## src/rtl/cdc_hs_arbiter.sv

```systemverilog
// Round-robin arbiter that forwards one payload at a time over a 4-phase req/ack handshake.
// Define CDC_HS_TIMEOUT_EN to abort a handshake whose ack never arrives (reported on req_err).
module cdc_hs_arbiter #(
    parameter int NUM_REQ     = 4,
    parameter int DATA_W      = 32,
    parameter int TIMEOUT_CYC = 1024
) (
    input  logic                       clk,
    input  logic                       rst,
    input  logic [NUM_REQ-1:0]         req_valid,
    input  logic [NUM_REQ*DATA_W-1:0]  req_data,
    output logic [NUM_REQ-1:0]         req_ready,
    output logic [NUM_REQ-1:0]         req_done,
    output logic [NUM_REQ-1:0]         req_err,
    output logic                       xfer_req,
    output logic [DATA_W-1:0]          xfer_data,
    input  logic                       ack_sync,
    output logic                       busy,
    output logic [$clog2(NUM_REQ)-1:0] gnt_id
);

    localparam int IDX_W = $clog2(NUM_REQ);

    if (NUM_REQ < 2 || NUM_REQ > 8 || TIMEOUT_CYC < 2) begin : g_bad_params
        $error("cdc_hs_arbiter: parameter out of range");
    end

    typedef enum logic [1:0] {
        IDLE   = 2'd0,
        REQ_HI = 2'd1,
        REQ_LO = 2'd2
    } state_t;

    state_t           state, state_next;
    logic [IDX_W-1:0] ptr, ptr_next;
    logic [IDX_W-1:0] gnt_next;
    logic             xreq_next;
    logic [DATA_W-1:0] xdata_next;
    logic [NUM_REQ-1:0] ready_next, done_next;
    logic             pick_found;
    logic [IDX_W-1:0] pick_idx;
    logic [DATA_W-1:0] req_word [NUM_REQ];

    function automatic logic [IDX_W-1:0] wrap_idx(input int base, input int off);
        int sum;
        sum = base + off;
        if (sum >= NUM_REQ) sum = sum - NUM_REQ;
        return IDX_W'(sum);
    endfunction

    function automatic logic [NUM_REQ-1:0] onehot(input logic [IDX_W-1:0] idx);
        return NUM_REQ'(1) << idx;
    endfunction

    for (genvar g = 0; g < NUM_REQ; g++) begin : g_word
        assign req_word[g] = req_data[g*DATA_W +: DATA_W];
    end

    // Search starts at ptr so the requester after the last winner has top priority.
    always_comb begin
        pick_found = 1'b0;
        pick_idx   = '0;
        for (int k = 0; k < NUM_REQ; k++) begin
            if (!pick_found && req_valid[wrap_idx(int'(ptr), k)]) begin
                pick_found = 1'b1;
                pick_idx   = wrap_idx(int'(ptr), k);
            end
        end
    end

`ifdef CDC_HS_TIMEOUT_EN
    localparam int CNT_W = $clog2(TIMEOUT_CYC);
    logic [CNT_W-1:0]   cnt, cnt_next;
    logic [NUM_REQ-1:0] err_next;
    logic               timed_out;

    assign timed_out = (cnt == CNT_W'(TIMEOUT_CYC - 1));
`endif

    always_comb begin
        state_next = state;
        ptr_next   = ptr;
        gnt_next   = gnt_id;
        xreq_next  = xfer_req;
        xdata_next = xfer_data;
        ready_next = '0;
        done_next  = '0;
`ifdef CDC_HS_TIMEOUT_EN
        cnt_next   = '0;
        err_next   = '0;
`endif
        unique case (state)
            IDLE: begin
                // A still-high ack belongs to an aborted transfer; never start over it.
                if (pick_found && !ack_sync) begin
                    state_next = REQ_HI;
                    ptr_next   = wrap_idx(int'(pick_idx), 1);
                    gnt_next   = pick_idx;
                    xreq_next  = 1'b1;
                    xdata_next = req_word[pick_idx];
                    ready_next = onehot(pick_idx);
                end
            end
            REQ_HI: begin
                if (ack_sync) begin
                    state_next = REQ_LO;
                    xreq_next  = 1'b0;
                end
`ifdef CDC_HS_TIMEOUT_EN
                else if (timed_out) begin
                    state_next = IDLE;
                    xreq_next  = 1'b0;
                    err_next   = onehot(gnt_id);
                end else begin
                    cnt_next   = cnt + 1'b1;
                end
`endif
            end
            REQ_LO: begin
                if (!ack_sync) begin
                    state_next = IDLE;
                    done_next  = onehot(gnt_id);
                end
`ifdef CDC_HS_TIMEOUT_EN
                else if (timed_out) begin
                    state_next = IDLE;
                    err_next   = onehot(gnt_id);
                end else begin
                    cnt_next   = cnt + 1'b1;
                end
`endif
            end
            default: begin
                state_next = IDLE;
                xreq_next  = 1'b0;
            end
        endcase
    end

    always_ff @(posedge clk) begin
        if (rst) begin
            state     <= IDLE;
            ptr       <= '0;
            gnt_id    <= '0;
            xfer_req  <= 1'b0;
            xfer_data <= '0;
            req_ready <= '0;
            req_done  <= '0;
        end else begin
            state     <= state_next;
            ptr       <= ptr_next;
            gnt_id    <= gnt_next;
            xfer_req  <= xreq_next;
            xfer_data <= xdata_next;
            req_ready <= ready_next;
            req_done  <= done_next;
        end
    end

`ifdef CDC_HS_TIMEOUT_EN
    always_ff @(posedge clk) begin
        if (rst) begin
            cnt     <= '0;
            req_err <= '0;
        end else begin
            cnt     <= cnt_next;
            req_err <= err_next;
        end
    end
`else
    assign req_err = '0;
`endif

    assign busy = (state != IDLE);

endmodule
```

## config.mk

```make
export PLATFORM = sky130hd
export DESIGN_NAME = cdc_hs_arbiter
export DESIGN_NICKNAME = d
export VERILOG_FILES = /design/src/rtl/cdc_hs_arbiter.sv
export SDC_FILE = /design/constraint.sdc
export NUM_CORES = 1
export LEC_CHECK = 0
export BUFFER_PORTS_ARGS = -buffer_cell sky130_fd_sc_hd__buf_2
export CORE_MARGIN = 5
export CORE_UTILIZATION = 31
export DETAILED_ROUTE_END_ITERATION = 12
export HOLD_SLACK_MARGIN = 0.06
export PLACE_DENSITY = 0.63
export REMOVE_ABC_BUFFERS = 1
export SLEW_MARGIN = 20
export SYNTH_ARGS = -nofsm -noshare
export SYNTH_HDL_FRONTEND = slang
export SYNTH_SLANG_ARGS = --single-unit
```

## constraint.sdc

```tcl
create_clock -name clk -period 1.9 [get_ports clk]
set_input_delay 0.095 -clock clk [delete_from_list [all_inputs] [get_ports clk]]
set_output_delay 0.095 -clock clk [all_outputs]
set_load 0.05 [all_outputs]
```

==> results.json, run 1 <==
{
  "path_buf_inv": 2,
  "cts_inserted_buffers": 5,
  "synthToLayoutAreaGrowth_pct": 46.1,
  "fin_area_um2": 3730,
  "cp.arrival_ps": 2030,
  "die_height_um": 101,
  "yosysWarnings": 0,
  "synth_compound_area_frac": 0.201,
  "synth.area.top_cells": "dfxtp_1, mux2i_1, o221ai_2, nand2_1, o221ai_1",
  "cp_slowest_cell": "dfxtp_2",
  "fin_ws_ps": 36.5,
  "io_buffer_count": 178,
  "placed_area_um2": 3620,
  "cts_tree": "built",
  "crit_chain": "buf_4 -> a21o_1 -> a21oi_1 -> o22a_4 -> buf_16 -> mux2i_1 -> o221ai_2",
  "peakVddDrop_mv": 0.407,
  "min_period_ps": 1860,
  "netlist.area_leader.share": 0.369,
  "critPathCaptureType": "register",
  "clk_latency_ps": 290,
  "synthSimpleGateAreaFrac": 0.107,
  "synth_seq_cells": 47,
  "fillers": 811,
  "synth_fa_ha_area_frac": 0,
  "multiInputGateArea_um2": 1500,
  "hold_violations": 0,
  "grt_pass1_wl_um": 11900,
  "dp_hpwl_um": 6370,
  "htree_levels": 2,
  "status": "finished clean",
  "seq_area_um2": 942,
  "yosysMostFrequentCell": "mux2i_1",
  "yosysTopAreaCell": "dfxtp_1",
  "dominantRegCellSynth": "dfxtp_1",
  "drt_iter0_markers": 31,
  "routabilityCongestion": 0.731,
  "routed_wl_um": 7820,
  "synthXorXnorAreaFrac": 0.00687,
  "cts_buffer_depth": 2,
  "first_global_vias": 2613,
  "drive_gt1_frac": 0.535,
  "cellLeakagePower_nw": 1.80,
  "dr.pass1.iters": 4,
  "cts_root_buf": "clkbuf_8",
  "fin_crit_sh": 0.981,
  "cp_slowest_stage_delay_ps": 330,
  "io_pins": 183,
  "skew_ps": 6.05,
  "syn-cell-area_um2": 2550,
  "syn_area_per_cell_um2": 10.2,
  "fmax_ghz": 0.537,
  "rsz0062_at_grt": "true",
  "worstPathRequired_ps": 2070,
  "insertedDiodeCount": 0,
  "cts.sinks": 47,
  "path_clk_slew_ps": 80,
  "avgViaCountPerCell": 4.84,
  "path_delay_family": "compound AO/OA/AOI/OAI gates",
  "ant_nets": 0,
  "grt_usage": 0.144,
  "drv_slew": 0,
  "synth.distinct_cells": 32,
  "async_reset_ff_frac": 0,
  "synthTopCellsByCount": "mux2i_1, dfxtp_1, nand2_1, o221ai_2, nor2_1",
  "critPathLaunchType": "register",
  "post-route-drc-count": 0,
  "max_cap_violations": 0,
  "fp.coreArea_um2": 8130,
  "setup_viol": 0,
  "layout.nets": 566,
  "post-place-ws_ps": -17.5,
  "worstPathMaxFanout": 43,
  "crit_type": "register to register",
  "slew_headroom": 0.652,
  "grt_antenna_before_repair": 0,
  "synth-edff-count": 0,
  "hp-class": "primary input to register",
  "via_count": 2590,
  "num_rows": 33,
  "die_w_um": 101,
  "seq_area_frac_synth": 0.369,
  "yosys-mux-area-fraction": 0.255,
  "design.die.area_um2": 10100,
  "grt_start_max_net_pins": 44,
  "power.density_nw_per_um2": 749,
  "worstMarginPinSlew_ps": 515,
  "fin_util": 0.458,
  "wl_per_cell_um": 14.6,
  "overflow": 0,
  "cts_setup_buffers": 0,
  "initial_utilization": 0.314,
  "synth_top_family_by_area": "multiplexers",
  "syn-instance-count": 251
}
kinds of logic (layout without fill, tap and decap cells):
kind of cell,after synthesis,in the layout
xor gates and xnor gates,2,2
muxes,65,65
other,1,4
and+or+nand+nor,62,62
buffers and inverters,28,204
AOI/OAI and AO/OA,46,46
DFF,47,47
flip-flops by register name, indices dropped and copies added (netlist names):
signal and flops:
gnt_id 2, req_done 4, ptr 2, state 2
xfer_req 1, req_ready 4, xfer_data 32
path summary, 6_finish.rpt:
path / from / end / slack [ps] / depth (start not counted)
worst max-delay path: ptr[1] / xfer_data[14] / 40 / 7
worst min-delay path: req_data[1] / xfer_data[1] / 100 / 3
worst max register to register: ptr[1] / xfer_data[14] / 40 / 7
worst min register to register: xfer_data[19] / xfer_data[19] / 460 / 2
power by group:
group          total (mW)  leakage, nW  switching [mW]  internal (mW)
combinational        1.11         1.38           0.692          0.422
sequential           1.13        0.385          0.0498           1.08
clock               0.550       0.0371           0.304          0.246
total                2.79         1.80            1.05           1.75
routing by layer:
layer | global-route usage | up-vias | routed length, µm
met5 | 0 | - | 0
met4 | 0.0394 | 0 | 65
met3 | 0.0429 | 6 | 837
met2 | 0.257 | 109 | 3880
met1 | 0.167 | 1193 | 3040
li1 | - | 1282 | -
through the flow:
| stage | power (mW) | setup TNS [ps] | cells | hold slack [ps] |
|---|---|---|---|---|
| after floorplan | 1.92 | -58570 | 230 | 164 |
| after CTS | 2.84 | 0 | 535 | 91.5 |
| final | 2.79 | 0 | 535 | 102 |
| after global placement | 2.24 | 0 | 528 | 352 |
| after global routing | 2.95 | -104 | 535 | 106 |
| after detailed placement | 2.27 | -61.0 | 528 | 353 |
tightest hold or removal path, stage by stage:
cell and delay (ps):
buf_2 80, mux2i_1 60, o221ai_2 120
cell usage in the layout (no fill, tap or decap), types with 2 or more instances in the layout:
cell type  count
mux2i_2        2
clkbuf_8       5
a21oi_1        7
a211oi_1       2
o221ai_2      23
buf_2        178
nor2_1        10
or2_2          2
buf_12         3
buf_4         11
nand2_1       37
mux2i_1       63
conb_1         4
nor3b_1        2
inv_1          4
o221ai_1       9
dfxtp_1       46
nor4_1         2
repair_timing:
item / 4_1_cts / 5_1_grt
endpoints found under the setup margin: 32 / 13
endpoints found under the hold margin: 1 / 0
hold buffers: 1 / 0
resized for setup: 1 / 4
pin swaps: 0 / 0
layout make-up:
| cell class | count | area share |
|---|---|---|
| Multi-Input combinational cell | 179 | 0.401 |
| Clock buffer | 6 | 0.0195 |
| Inverter | 4 | 0.00403 |
| Timing Repair Buffer | 194 | 0.287 |
| Sequential cell | 47 | 0.253 |
| Tap cell | 105 | 0.0352 |
No activity file was read; power rests on OpenSTA's default activity.
==> run 2: changes to the inputs <==
--- a/config.mk
+++ b/config.mk
@@ -9,9 +9,9 @@
 export CORE_MARGIN = 5
 export CORE_UTILIZATION = 31
 export DETAILED_ROUTE_END_ITERATION = 12
+export GPL_TIMING_DRIVEN = 0
 export HOLD_SLACK_MARGIN = 0.06
 export PLACE_DENSITY = 0.63
-export REMOVE_ABC_BUFFERS = 1
 export SLEW_MARGIN = 20
 export SYNTH_ARGS = -nofsm -noshare
 export SYNTH_HDL_FRONTEND = slang
==> run 2 against run 1 <==
Critical path depth is 1 lower. Global-route usage is 1.6 points higher. Final cell count is 3.4% higher. Routed wire length is 8.3% higher. Non-clock buffer count is 15 higher. Sequential power hardly changed. Combinational power is 6% higher. First-iteration DRC count is 9.7% lower. Worst hold slack worse by 13 ps. Worst setup slack worse by 20 ps.
==> results.json, run 2 (synthesis results as in run 1) <==
{
  "cellLeakagePower_nw": 1.91,
  "startpoint": "ptr[1]",
  "fmax_ghz": 0.531,
  "netSwitchingFraction": 0.383,
  "ant_nets": 0,
  "cp_slowest_cell": "or3_4",
  "post-place-ws_ps": -362,
  "io_pins": 183,
  "fin_util": 0.486,
  "pwr-share-seq": 0.389,
  "endpoint": "xfer_data[7]",
  "grt_antenna_before_repair": 0,
  "path_clk_slew_ps": 90,
  "regMostFlops": "xfer_data",
  "drive_gt1_frac": 0.569,
  "htree_levels": 2,
  "dp_hpwl_um": 6460,
  "cts_buffer_depth": 2,
  "grt.met1_usage": 0.185,
  "clk_latency_ps": 290,
  "hold_ws_ps": 88.8,
  "final_common_cell": "buf_2",
  "share_comb_of_total_power": 0.407,
  "grt_usage": 0.160,
  "via_count": 2673,
  "synthToLayoutAreaGrowth_pct": 55.1,
  "top_usage_layer": "met2",
  "hp-class": "primary input to register",
  "wl_per_cell_um": 15.3,
  "cts_root_buf": "clkbuf_8",
  "totalPowerFinal_mw": 2.91,
  "design.die.area_um2": 10100,
  "post-route-drc-count": 0,
  "status": "finished clean",
  "power.density_nw_per_um2": 734,
  "min_period_ps": 1880,
  "rsz0062_at_grt": "true",
  "initial_utilization": 0.314,
  "final_cells": 553,
  "hold_violations": 0,
  "use_met2": 0.291,
  "avgViaCountPerCell": 4.83,
  "switching_power_mw": 1.11,
  "critPathCaptureType": "register",
  "r2r-end": "xfer_data[7]",
  "cp_slowest_stage_delay_ps": 440,
  "placed_cells": 537,
  "critPathLaunchType": "register",
  "die_height_um": 101,
  "p_int_mw": 1.79,
  "peakVddDrop_mv": 0.335,
  "worstPathRequired_ps": 2120,
  "grt_util_met3": 0.0436,
  "rrSetupSlack_ps": 20,
  "skew_ps": 9.66,
  "max_cap_violations": 0,
  "top_regs": "xfer_data (32), req_done (4), req_ready (4)",
  "insertedDiodeCount": 0,
  "worstPathMaxFanout": 5,
  "worstMarginPinSlew_ps": 511,
  "grt_start_max_net_pins": 14,
  "routabilityCongestion": 0.719,
  "fin_ws_ps": 16.5,
  "cts.sinks": 47,
  "fillers": 783,
  "largest_reg_flops": 32,
  "cts_inserted_buffers": 5,
  "drt_iter0_markers": 28,
  "setup_viol": 0,
  "worst-r2r-cell-count": 6,
  "crit_chain": "mux2i_2 -> o32ai_2 -> or2_4 -> or3_4 -> clkbuf_16 -> o221ai_2",
  "io_buffer_count": 178,
  "overflow": 0,
  "slew_headroom": 0.655,
  "cp.arrival_ps": 2110,
  "die_w_um": 101,
  "rr_startpoint": "ptr[1]",
  "most-common-layout-cells": "buf_2, mux2i_1, dfxtp_1, nand2_1, o221ai_2",
  "grt_pass1_wl_um": 13100,
  "num_rows": 33,
  "clkPwrFrac": 0.204,
  "dr.pass1.iters": 4,
  "routed_wl_um": 8470,
  "crit_type": "register to register",
  "drv_slew": 0,
  "cts_tree": "built",
  "fp.coreArea_um2": 8130,
  "first_global_vias": 2784,
  "fin_crit_sh": 0.991,
  "layout.nets": 582
}
-- run 2: layout make-up --
class | instances | area (µm²) | share of cell area
buffer | 21 | 189 | 0.0478
clock buffer | 7 | 76.3 | 0.0193
clock inverter | 1 | 5.00 | 0.00127
inverter | 4 | 15.0 | 0.00380
multi-input combinational | 180 | 1570 | 0.396
sequential | 47 | 950 | 0.240
tap | 105 | 131 | 0.0332
timing repair buffer | 188 | 1020 | 0.259
-- run 2: how the worst min path moves through the flow --
stage                     cells after the start             to         start
final                                         3   xfer_data[1]   req_data[1]
after global routing                          3  xfer_data[21]  req_data[21]
after CTS                                     2       state[1]      ack_sync
after detailed placement                      2       state[0]      ack_sync
after global placement                        2       state[0]      ack_sync
after floorplan                               1       state[0]      ack_sync
-- run 2: repair_timing --
action | CTS | global route
pin swaps | 7 | 18
resized for setup | 42 | 17
hold buffers | 1 | 0
gates cloned | 1 | 3
setup endpoints to repair | 37 | 32
hold endpoints to repair | 1 | 0
buffers inserted | 5 | 1
-- run 2: power by group through the flow --
stage / logic, mW / clock network [mW] / registers, mW
after floorplan: 0.462 / 0 / 1.45
after global placement: 1.08 / 0 / 1.15
after detailed placement: 1.10 / 0 / 1.15
after CTS: 1.17 / 0.623 / 1.13
after global routing: 1.26 / 0.664 / 1.14
final: 1.18 / 0.593 / 1.13
-- run 2: critical path: cells and delay by family, from the launching register on --
kind | cells | cell delay, ps
buf+inv | 1 | 200
compound gates | 2 | 270
simple gates | 2 | 720
mux | 1 | 240
flops | 1 | 370
-- run 2: per-layer routing --
| layer | wire, µm | vias to the layer above |
|---|---|---|
| met2 | 4070 | 138 |
| met5 | 0 | - |
| met3 | 868 | 13 |
| li1 | - | 1319 |
| met1 | 3390 | 1203 |
| met4 | 136 | 0 |
-- run 2: per-stage QoR --
stage	cell area [µm²]	setup TNS [ps]
detailed placement	3580	-9150
global route	3960	-212
global placement	3580	-7490
finish	3960	0
floorplan	2560	0
CTS	3880	-7.52
